[src/rtl/dbus_pkg.sv]
// dbus_pkg: shared encodings for the data bus access unit.
//   - bus mode (idle/read/write), access width, fault codes
//   - FSM state enum
//   - is_misaligned(): alignment rule for a given width and low address bits
package dbus_pkg;

    typedef enum logic [1:0] {
        MODE_IDLE  = 2'b00,
        MODE_READ  = 2'b01,
        MODE_WRITE = 2'b10
    } mode_e;

    typedef enum logic [1:0] {
        W_BYTE    = 2'b00,
        W_HALF    = 2'b01,
        W_WORD    = 2'b10,
        W_ILLEGAL = 2'b11
    } width_e;

    typedef enum logic [1:0] {
        FLT_NONE     = 2'b00,
        FLT_MISALIGN = 2'b01,
        FLT_TIMEOUT  = 2'b10,
        FLT_ILLEGAL  = 2'b11
    } fault_e;

    typedef enum logic [1:0] {
        ST_IDLE   = 2'b00,
        ST_ACCESS = 2'b01,
        ST_DONE   = 2'b10
    } state_e;

    // Byte is always aligned; half needs addr[0]=0; word needs addr[1:0]=00.
    function automatic logic is_misaligned(input logic [1:0] width, input logic [1:0] addr_lo);
        case (width)
            W_HALF:  return addr_lo[0];
            W_WORD:  return addr_lo != 2'b00;
            default: return 1'b0;
        endcase
    endfunction

endpackage

[src/rtl/data_bus_access_unit_if.sv]
// data_bus_access_unit_if: word-oriented data bus between the access unit
// (master) and the memory slave.
//   data_bus_addr  : word-aligned address
//   data_bus_mode  : 00 idle, 01 read, 10 write
//   data_bus_be    : byte enables, bit n = lane n
//   data_bus_wdata : lane-positioned store data
//   data_bus_rdata : read data, valid with ack
//   data_bus_ack   : single-cycle completion pulse from the slave
interface data_bus_access_unit_if #(parameter int ADDR_W = 32);
    logic [ADDR_W-1:0] data_bus_addr;
    logic [1:0]        data_bus_mode;
    logic [3:0]        data_bus_be;
    logic [31:0]       data_bus_wdata;
    logic [31:0]       data_bus_rdata;
    logic              data_bus_ack;

    modport master (
        output data_bus_addr, data_bus_mode, data_bus_be, data_bus_wdata,
        input  data_bus_rdata, data_bus_ack
    );

    modport slave (
        input  data_bus_addr, data_bus_mode, data_bus_be, data_bus_wdata,
        output data_bus_rdata, data_bus_ack
    );
endinterface

[src/rtl/dbus_lane_align.sv]
// dbus_lane_align: combinational byte-lane logic.
//   mode, width, addr_lo : latched access descriptor
//   load_signed          : sign-extend the extracted load value
//   store_data           : right-aligned store data
//   rdata                : raw bus read data
//   be                   : byte enables (0 when mode is idle)
//   wdata                : replicated store data (0 unless writing)
//   load_data            : lane-selected, extended load value
module dbus_lane_align
    import dbus_pkg::*;
(
    input  logic [1:0]  mode,
    input  logic [1:0]  width,
    input  logic [1:0]  addr_lo,
    input  logic        load_signed,
    input  logic [31:0] store_data,
    input  logic [31:0] rdata,
    output logic [3:0]  be,
    output logic [31:0] wdata,
    output logic [31:0] load_data
);

    logic [7:0]  rd_byte;
    logic [15:0] rd_half;

    always_comb begin
        be        = 4'b0000;
        wdata     = 32'h0;
        load_data = 32'h0;

        case (addr_lo)
            2'd0:    rd_byte = rdata[7:0];
            2'd1:    rd_byte = rdata[15:8];
            2'd2:    rd_byte = rdata[23:16];
            default: rd_byte = rdata[31:24];
        endcase
        rd_half = addr_lo[1] ? rdata[31:16] : rdata[15:0];

        if (mode != MODE_IDLE) begin
            case (width)
                W_BYTE:  be = 4'b0001 << addr_lo;
                W_HALF:  be = 4'b0011 << {addr_lo[1], 1'b0};
                W_WORD:  be = 4'b1111;
                default: be = 4'b0000;
            endcase
        end

        // Replicating across lanes lets the slave pick any lane with be alone.
        if (mode == MODE_WRITE) begin
            case (width)
                W_BYTE:  wdata = {4{store_data[7:0]}};
                W_HALF:  wdata = {2{store_data[15:0]}};
                W_WORD:  wdata = store_data;
                default: wdata = 32'h0;
            endcase
        end

        case (width)
            W_BYTE:  load_data = {{24{load_signed & rd_byte[7]}}, rd_byte};
            W_HALF:  load_data = {{16{load_signed & rd_half[15]}}, rd_half};
            W_WORD:  load_data = rdata;
            default: load_data = 32'h0;
        endcase
    end

endmodule

[src/rtl/data_bus_access_unit.sv]
// data_bus_access_unit: turns a core load/store request into one data bus
// transaction with alignment checks, lane steering and a wait timeout.
//   clk, reset              : clock, synchronous active-high reset
//   cs_bus_read/write       : request strobes (write wins when both high)
//   cs_mem_width            : 00 byte, 01 half, 10 word, 11 illegal
//   cs_load_signed          : sign-extend load result
//   addr_in, data_in        : byte address, right-aligned store data
//   data_out                : load result, nonzero only in DONE after a good read
//   stall                   : hold the core instruction
//   fault, fault_code       : access outcome, valid only in DONE
//   dbus                    : data bus master port
module data_bus_access_unit
    import dbus_pkg::*;
#(
    parameter int ADDR_W  = 32,
    parameter int TIMEOUT = 15
) (
    input  logic              clk,
    input  logic              reset,
    input  logic              cs_bus_read,
    input  logic              cs_bus_write,
    input  logic [1:0]        cs_mem_width,
    input  logic              cs_load_signed,
    input  logic [ADDR_W-1:0] addr_in,
    input  logic [31:0]       data_in,
    output logic [31:0]       data_out,
    output logic              stall,
    output logic              fault,
    output logic [1:0]        fault_code,
    data_bus_access_unit_if.master dbus
);

    localparam int CNT_W = (TIMEOUT > 0) ? $clog2(TIMEOUT + 1) : 1;
    localparam logic [CNT_W-1:0] TO_VAL = CNT_W'(TIMEOUT);

    state_e            state_q, state_d;
    logic [CNT_W-1:0]  cnt_q, cnt_inc;
    logic [1:0]        mode_q, width_q, code_q;
    logic              signed_q, fault_q;
    logic [ADDR_W-1:0] addr_q;
    logic [31:0]       sdata_q, data_q, load_data;

    logic req, bad_width, bad_align, to_hit;

    assign req       = cs_bus_read | cs_bus_write;
    assign bad_width = cs_mem_width == W_ILLEGAL;
    assign bad_align = is_misaligned(cs_mem_width, addr_in[1:0]);
    assign cnt_inc   = cnt_q + 1'b1;
    // Fires in the ACCESS cycle whose missing ack would bring the count to
    // TIMEOUT, so exactly TIMEOUT ACCESS cycles elapse before abort.
    assign to_hit    = (TIMEOUT != 0) && !dbus.data_bus_ack && (cnt_inc == TO_VAL);

    dbus_lane_align u_lane (
        .mode        (mode_q),
        .width       (width_q),
        .addr_lo     (addr_q[1:0]),
        .load_signed (signed_q),
        .store_data  (sdata_q),
        .rdata       (dbus.data_bus_rdata),
        .be          (dbus.data_bus_be),
        .wdata       (dbus.data_bus_wdata),
        .load_data   (load_data)
    );

    // mode_q is only nonzero during ACCESS, so it also gates the address.
    assign dbus.data_bus_mode = mode_q;
    assign dbus.data_bus_addr = (mode_q != MODE_IDLE) ? {addr_q[ADDR_W-1:2], 2'b00} : '0;
    assign data_out           = data_q;
    assign fault              = fault_q;
    assign fault_code         = code_q;

    always_comb begin
        state_d = state_q;
        stall   = 1'b0;
        case (state_q)
            ST_IDLE: begin
                if (req) begin
                    stall   = 1'b1;
                    state_d = (bad_width || bad_align) ? ST_DONE : ST_ACCESS;
                end
            end
            ST_ACCESS: begin
                stall = 1'b1;
                if (dbus.data_bus_ack || to_hit) state_d = ST_DONE;
            end
            default: state_d = ST_IDLE;
        endcase
    end

    always_ff @(posedge clk) begin
        if (reset) begin
            state_q  <= ST_IDLE;
            cnt_q    <= '0;
            mode_q   <= MODE_IDLE;
            width_q  <= W_BYTE;
            signed_q <= 1'b0;
            addr_q   <= '0;
            sdata_q  <= 32'h0;
            data_q   <= 32'h0;
            fault_q  <= 1'b0;
            code_q   <= FLT_NONE;
        end else begin
            state_q <= state_d;
            case (state_q)
                ST_IDLE: begin
                    if (req) begin
                        addr_q   <= addr_in;
                        width_q  <= cs_mem_width;
                        signed_q <= cs_load_signed;
                        sdata_q  <= data_in;
                        cnt_q    <= '0;
                        if (bad_width) begin
                            fault_q <= 1'b1;
                            code_q  <= FLT_ILLEGAL;
                        end else if (bad_align) begin
                            fault_q <= 1'b1;
                            code_q  <= FLT_MISALIGN;
                        end else begin
                            mode_q <= cs_bus_write ? MODE_WRITE : MODE_READ;
                        end
                    end
                end
                ST_ACCESS: begin
                    if (dbus.data_bus_ack) begin
                        mode_q <= MODE_IDLE;
                        data_q <= (mode_q == MODE_READ) ? load_data : 32'h0;
                    end else if (to_hit) begin
                        mode_q  <= MODE_IDLE;
                        fault_q <= 1'b1;
                        code_q  <= FLT_TIMEOUT;
                    end else begin
                        cnt_q <= cnt_inc;
                    end
                end
                default: begin
                    // DONE lasts one cycle; drop the result so it is only seen there.
                    data_q  <= 32'h0;
                    fault_q <= 1'b0;
                    code_q  <= FLT_NONE;
                end
            endcase
        end
    end

endmodule

[src/flat_wrapper.sv]
// flat-port wrapper written by rule: the top's interface ports become plain ports
module data_bus_access_unit_flat import dbus_pkg::*;
#(
    parameter int ADDR_W  = 32,
    parameter int TIMEOUT = 15
)
  (clk, reset, cs_bus_read, cs_bus_write, cs_mem_width, cs_load_signed, addr_in, data_in, data_out, stall, fault, fault_code, dbus_data_bus_addr, dbus_data_bus_mode, dbus_data_bus_be, dbus_data_bus_wdata, dbus_data_bus_rdata, dbus_data_bus_ack);
  data_bus_access_unit_if #(.ADDR_W(ADDR_W)) dbus_i ();
  input  logic clk;
  input  logic reset;
  input  logic cs_bus_read;
  input  logic cs_bus_write;
  input  logic [1:0] cs_mem_width;
  input  logic cs_load_signed;
  input  logic [ADDR_W-1:0] addr_in;
  input  logic [31:0] data_in;
  output logic [31:0] data_out;
  output logic stall;
  output logic fault;
  output logic [1:0] fault_code;
  output wire logic [$bits(dbus_i.data_bus_addr)-1:0] dbus_data_bus_addr;
  output wire logic [$bits(dbus_i.data_bus_mode)-1:0] dbus_data_bus_mode;
  output wire logic [$bits(dbus_i.data_bus_be)-1:0] dbus_data_bus_be;
  output wire logic [$bits(dbus_i.data_bus_wdata)-1:0] dbus_data_bus_wdata;
  input wire logic [$bits(dbus_i.data_bus_rdata)-1:0] dbus_data_bus_rdata;
  input wire logic [$bits(dbus_i.data_bus_ack)-1:0] dbus_data_bus_ack;
  assign dbus_data_bus_addr = dbus_i.data_bus_addr;
  assign dbus_data_bus_mode = dbus_i.data_bus_mode;
  assign dbus_data_bus_be = dbus_i.data_bus_be;
  assign dbus_data_bus_wdata = dbus_i.data_bus_wdata;
  assign dbus_i.data_bus_rdata = dbus_data_bus_rdata;
  assign dbus_i.data_bus_ack = dbus_data_bus_ack;
  data_bus_access_unit #(.ADDR_W(ADDR_W), .TIMEOUT(TIMEOUT)) u_core (.clk(clk), .reset(reset), .cs_bus_read(cs_bus_read), .cs_bus_write(cs_bus_write), .cs_mem_width(cs_mem_width), .cs_load_signed(cs_load_signed), .addr_in(addr_in), .data_in(data_in), .data_out(data_out), .stall(stall), .fault(fault), .fault_code(fault_code), .dbus(dbus_i));
endmodule
[config.mk]
export PLATFORM = sky130hd
export DESIGN_NAME = data_bus_access_unit_flat
export DESIGN_NICKNAME = d
export VERILOG_FILES = /design/src/rtl/dbus_pkg.sv /design/src/rtl/data_bus_access_unit_if.sv /design/src/rtl/dbus_lane_align.sv /design/src/rtl/data_bus_access_unit.sv /design/src/flat_wrapper.sv
export SDC_FILE = /design/constraint.sdc
export NUM_CORES = 1
export LEC_CHECK = 0
export BUFFER_PORTS_ARGS = -buffer_cell sky130_fd_sc_hd__buf_4
export CORE_ASPECT_RATIO = 0.6
export CORE_MARGIN = 1
export CORE_UTILIZATION = 40
export CTS_BUF_LIST = sky130_fd_sc_hd__clkbuf_16
export DETAILED_ROUTE_END_ITERATION = 8
export GPL_TIMING_DRIVEN = 0
export PLACE_DENSITY = 0.73
export SETUP_SLACK_MARGIN = 0.5
export SLEW_MARGIN = 25
export SYNTH_ARGS = -nofsm -noshare
export SYNTH_HDL_FRONTEND = slang
export SYNTH_HIERARCHICAL = 1
export SYNTH_SLANG_ARGS = --single-unit
[constraint.sdc]
create_clock -name clk -period 4.4 [get_ports clk]
set_input_delay 0.66 -clock clk [delete_from_list [all_inputs] [get_ports clk]]
set_output_delay 0.66 -clock clk [all_outputs]
set_load 0.02 [all_outputs]
; Word-level counts from Yosys, hierarchy flattened
; Index checks and enable logic that the tools add are counted.
[totals]
in_bits = 104
elab_cells = 95
regBits = 110
[classes]
n_mux = 41
bitwise = 4
add_sub_neg = 1
n_reduce_logical = 16
n_eq_ne = 21
shifts = 2
[op_table]
columns = op, n
row1 = $pmux W32 S3, 2
row2 = $mux W32, 4
row3 = $pmux W32 S2, 1
row4 = $mux W2, 14
row5 = $pmux W8 S3, 1
row6 = $mux W16, 1
row7 = $mux W4, 4
row8 = $pmux W2 S2, 3
row9 = $pmux W4 S3, 1
row10 = $eq A2 B1 Y1 const B, 5
row11 = $eq A2 B2 Y1 const B, 5
row12 = $ne A2 B2 Y1 const B, 5
row13 = $pmux W4 S2, 1
row14 = $reduce_and A4 Y1, 2
row15 = $logic_not A2 Y1, 3
row16 = $mux W1, 6
row17 = $ne A2 B1 Y1 const B, 3
row18 = $pmux W1 S2, 3
row19 = $reduce_and A2 Y1, 3
row20 = $reduce_bool A2 Y1, 3
row21 = $reduce_and A5 Y1, 1
row22 = $add A4 B1 Y4 const B, 1
row23 = $eq A4 B4 Y1 const B, 1
row24 = $shl A1 B2 Y4 const A, 1
row25 = other kinds (9), 11

; Depth between registers and ports, before layout
[logic_depth]
word_depth = 7
ltp_mapped = 7
depth_no_buf = 7

; Modules after synthesis
; The synthesis kept the hierarchy.
[modules_own_cells]
columns = module, instances, area_each_um2, cells_per_inst
row1 = data_bus_access_unit, 1, 4221.5, 515
row2 = dbus_lane_align, 1, 1512.7, 237

; Worst setup path after synthesis
; Ideal clock, no wire load.
[synth_timing]
kind = input -> register
startpoint = in cs_mem_width[0]
endpoint = reg u_core.mode_q[1] (netlist: u_core/dbus.data_bus_mode[1])
path_buffers = 0
path_stages = 7
setup_ns = 0.060
path_slack_ns = 2.276
arrival_time_ns = 2.065
path_cell_list = inv_1 -> ha_1 -> nand3b_1 -> o211ai_1 -> or4b_2 -> a21oi_1 -> a41o_1
[synth_via]
elab_chain_cells = 4
word_cells_on_any_way = 7
classes_between = eq/ne (5) / mux (1) / reduce/logical (1)
[synth_rtl]
columns = item, line_no
row1 = "start, declared", flat_wrapper.sv:13  ; input logic [1:0] cs_mem_width;
row2 = $eq A2 B2 Y1 / $eq A2 B1 Y1 (equally long branches), dbus_pkg.sv:35  ; case (width)
row3 = $pmux W1 S2, dbus_pkg.sv:35
row4 = $ne A2 B2 Y1 (no source line), n/a
row5 = $reduce_and A5 Y1 (no source line) (*), n/a
row6 = "end signal, assigned", data_bus_access_unit.sv:119  ; mode_q <= cs_bus_write ? MODE_WRITE : MODE_READ;
row7 = "end, declared", data_bus_access_unit.sv:38  ; logic [1:0] mode_q, width_q, code_q;
; Mark *: on every way between the ends. The rest lies on a longest branch, timed or not.
; A chain may end at the register's enable or synchronous reset.

; Final worst setup path
[layout_timing]
startpoint = reg u_core.mode_q[0] (netlist: u_core/dbus.data_bus_mode[0])
endpoint = out dbus_data_bus_wdata[25]
[layout_via]
elab_chain_cells = 2
[layout_rtl]
columns = item, line_no
row1 = $eq A2 B2 Y1, dbus_lane_align.sv:49  ; if (mode == MODE_WRITE) begin
row2 = $mux W32, dbus_lane_align.sv:49
row3 = "end, declared", flat_wrapper.sv:24  ; output wire logic [$bits(dbus_i.data_bus_wdata)-1:0] dbus_data_bus_wdata;
; No other way between the ends.

==> out/metrics.cfg <==
[floorplan]
die_area_sq_mm = 0.01483
core_sq_mm = 0.01383
die_w_um = 156.6
pin_count = 210
placementRows = 33
initial_core_util = 0.4146
die_h_um = 94.75

[routing]
drtIter0Drc = 534
vias_per_cell = 5.214
final_antenna_net_count = 0
wl_um = 19690
drc = 0
post_drt_wl_per_cell_um = 16.87
vias = 6085
first_pass_iters = 5

[layout]
final_common_cell = buf_4
drive_gt1_frac = 0.2738
layout_common_cells = buf_4 (208), nand2_1 (189), dfxtp_1 (110)
area_growth_pct = 36.22
antenna_cells = 0
fin_cells = 1167
fin_nets = 1079
fill_cells = 1341

[yosys]
netlist_area_sq_mm = 0.005734
ys_ff_latch = 110
yosys_warnings = 6
synthCells = 752
synth-edff-count = 0
ys_types = 48
syn_avg_cell_area_sq_um = 7.625
ys.flop_type = dfxtp_1
seq_area_frac_synth = 0.3840
ys_async_sr_fraction = 0

[worst_setup_path]
worst_ep_arrival_time_ns = 2.15
r2r-start = u_core/state_q[1]
startpoint = u_core/dbus.data_bus_mode[0]
crit_type = flip-flop to output pin
cp_max_fo = 9
cpLargestDelayFamily = buffers and inverters
crit_top_cell = nand2b_1
reg2reg_to = u_core/data_out[21]
r2r_cells = 6
required_ns = 3.74
slowest_stage = dfxtp_1
critical-path-max-stage-delay_ns = 0.51
path_buf_inv = 3
r2r_slack_ns = 2.03
crit_cells = 6
crit_chain = nand2b_1 > clkbuf_1 > nand2b_1 > buf_1 > a21oi_1 > buf_4
cp-endpoint = dbus_data_bus_wdata[25]
end_kind = output pin
critPathLaunchType = flip-flop

[clocking]
ctsHoldBuffers = 0
cts_setup_buffers = 0
cts_tree = built
cts_resized = 0
cts-root-buf = clkbuf_16
cts_htree_levels = 3
clkSinkCount = 110
clkLatencyLatePin_ns = 0.35
cts_buffers = 9
path_clk_slew_ns = 0.08
clock_path_buffers = 2

[timing]
final.setup.tns_ns = 0
skew_ns = 0.009066
rsz0062_at_grt = no
fmax_ghz = 0.3563
worst_pin_slew_ns = 0.9148
min_period_over_period = 0.6379
min_period_ns = 2.807
finalSetupViolCount = 0
hold_viol_final = 0
slew_viol_final = 0
slew_headroom = 0.3901

[hold_path]
worstHoldPathType = flip-flop to flip-flop

[global_route]
grt_usage = 0.2631
grt_pass1_wl_um = 29550
grt_pass1_vias = 5483
grt_remaining_overflow = 0
antenna_found_initial = 0
grt_max_degree = 21

[power]
p_leak_uw = 0.003335
power_uw = 2610
pwr_density_cell_mw_per_mm2 = 334.1
vdd.ir_drop.worst_mv = 0.2436

[flow_run]
drv_cap = 0

[run_status]
status = finished, final reports clean

[placement]
dp_hpwl_um = 15450
io_buffers = 206
dp.cells = 1151
gp_congestion = 0.9014

==> flip-flops by register name, summed over array words and instances (netlist names) <==
| signal | cells |
|---|---|
| u_core/fault | 1 |
| u_core/signed_q | 1 |
| u_core/cnt_q | 4 |
| u_core/state_q | 2 |
| u_core/fault_code | 2 |
| u_core/dbus.data_bus_mode | 2 |
| u_core/addr_q | 32 |
| u_core/data_out | 32 |
| u_core/width_q | 2 |
| u_core/sdata_q | 32 |
==> synth_stat cells, types with 2 or more instances <==
cell	count	share of area
nand2_1	189	0.12
dfxtp_1	110	0.38
a21oi_1	101	0.088
nor2_1	42	0.027
a22oi_1	41	0.054
clkbuf_1	40	0.026
nor2b_1	33	0.036
a21o_1	19	0.025
buf_2	17	0.015
mux2_2	17	0.033
o211ai_1	17	0.022
o21ai_0	15	0.013
mux2i_1	14	0.024
nand2b_1	14	0.015
and2_1	9	0.0098
inv_1	9	0.0059
a221o_1	7	0.012
o22ai_1	7	0.0076
buf_1	5	0.0033
ha_1	5	0.011
nand3_1	4	0.0035
buf_6	3	0.0059
or3_1	3	0.0033
and2b_1	2	0.0026
buf_4	2	0.0026
nand3b_1	2	0.0026
nor3_1	2	0.0017
nor4_1	2	0.0022
o41ai_1	2	0.0031
==> where the power goes <==
group / internal, uW / leakage (uW) / switching (uW) / total [uW]
clock network: 398 / 0.000141 / 404 / 802
logic: 279 / 0.00229 / 424 / 703
registers: 1060 / 0.000900 / 44.0 / 1110
total: 1740 / 0.00333 / 871 / 2610
==> layout make-up <==
| cell class | instances | area, sq um | area share |
|---|---|---|---|
| Clock inverter | 7 | 61.31 | 0.007849 |
| Buffer | 67 | 302.8 | 0.03876 |
| Tap cell | 192 | 240.2 | 0.03075 |
| Timing Repair Buffer | 206 | 1546 | 0.1980 |
| Clock buffer | 9 | 225.2 | 0.02883 |
| Inverter | 9 | 33.78 | 0.004325 |
| Multi-Input combinational cell | 567 | 3199 | 0.4096 |
| Sequential cell | 110 | 2202 | 0.2819 |
==> logic make-up after synthesis <==
group / Yosys count / synth area share
adder cells (fa/ha/maj): 5 / 0.01091
buffers and inverters: 76 / 0.05869
AND/OR/NAND/NOR: 309 / 0.2400
multiplexers: 32 / 0.06044
AO/OA/AOI/OAI: 219 / 0.2453
flip-flops: 110 / 0.3840
other: 1 / 0.0006540
==> how the worst min path moves through the flow <==
stage | start | endpoint | depth (start not counted)
floorplan | u_core/addr_q[10] | u_core/addr_q[10] | 2
global route | u_core/addr_q[18] | u_core/addr_q[18] | 2
global placement | u_core/addr_q[25] | u_core/addr_q[25] | 2
finish | u_core/addr_q[14] | u_core/addr_q[14] | 2
CTS | u_core/addr_q[18] | u_core/addr_q[18] | 2
detailed placement | u_core/addr_q[26] | u_core/addr_q[26] | 2
==> per-layer routing <==
| layer | global-route usage | up-vias | part of all wire |
|---|---|---|---|
| li1 | - | 3009 | - |
| met1 | 0.3976 | 2825 | 0.50 |
| met2 | 0.3586 | 233 | 0.39 |
| met3 | 0.08398 | 18 | 0.099 |
| met4 | 0.04412 | 0 | 0.0082 |
| met5 | 0 | - | 0 |
==> worst reg2reg max path, stage by stage, from the launching register on <==
cell and delay [ns]:
dfxtp_1 0.31, clkbuf_1 0.31, a21oi_1 0.29, nor4b_2 0.79, buf_2 0.37, a22oi_1 0.10
nor2_1 0.13
==> per-stage QoR <==
step	setup slack [ns]	hold WS, ns	cell area (sq um)	utilization
2_1_floorplan	2.276	0.4318	5738	-
3_3_place_gp	1.932	0.4390	7525	0.5440
3_5_place_dp	1.934	0.4424	7525	0.5440
4_1_cts	1.620	0.4525	7811	0.5647
5_1_grt	1.415	0.4663	7811	0.5647
6_report	1.593	0.4517	7811	0.5647
Note: power is estimated with default switching activity, not from simulation.
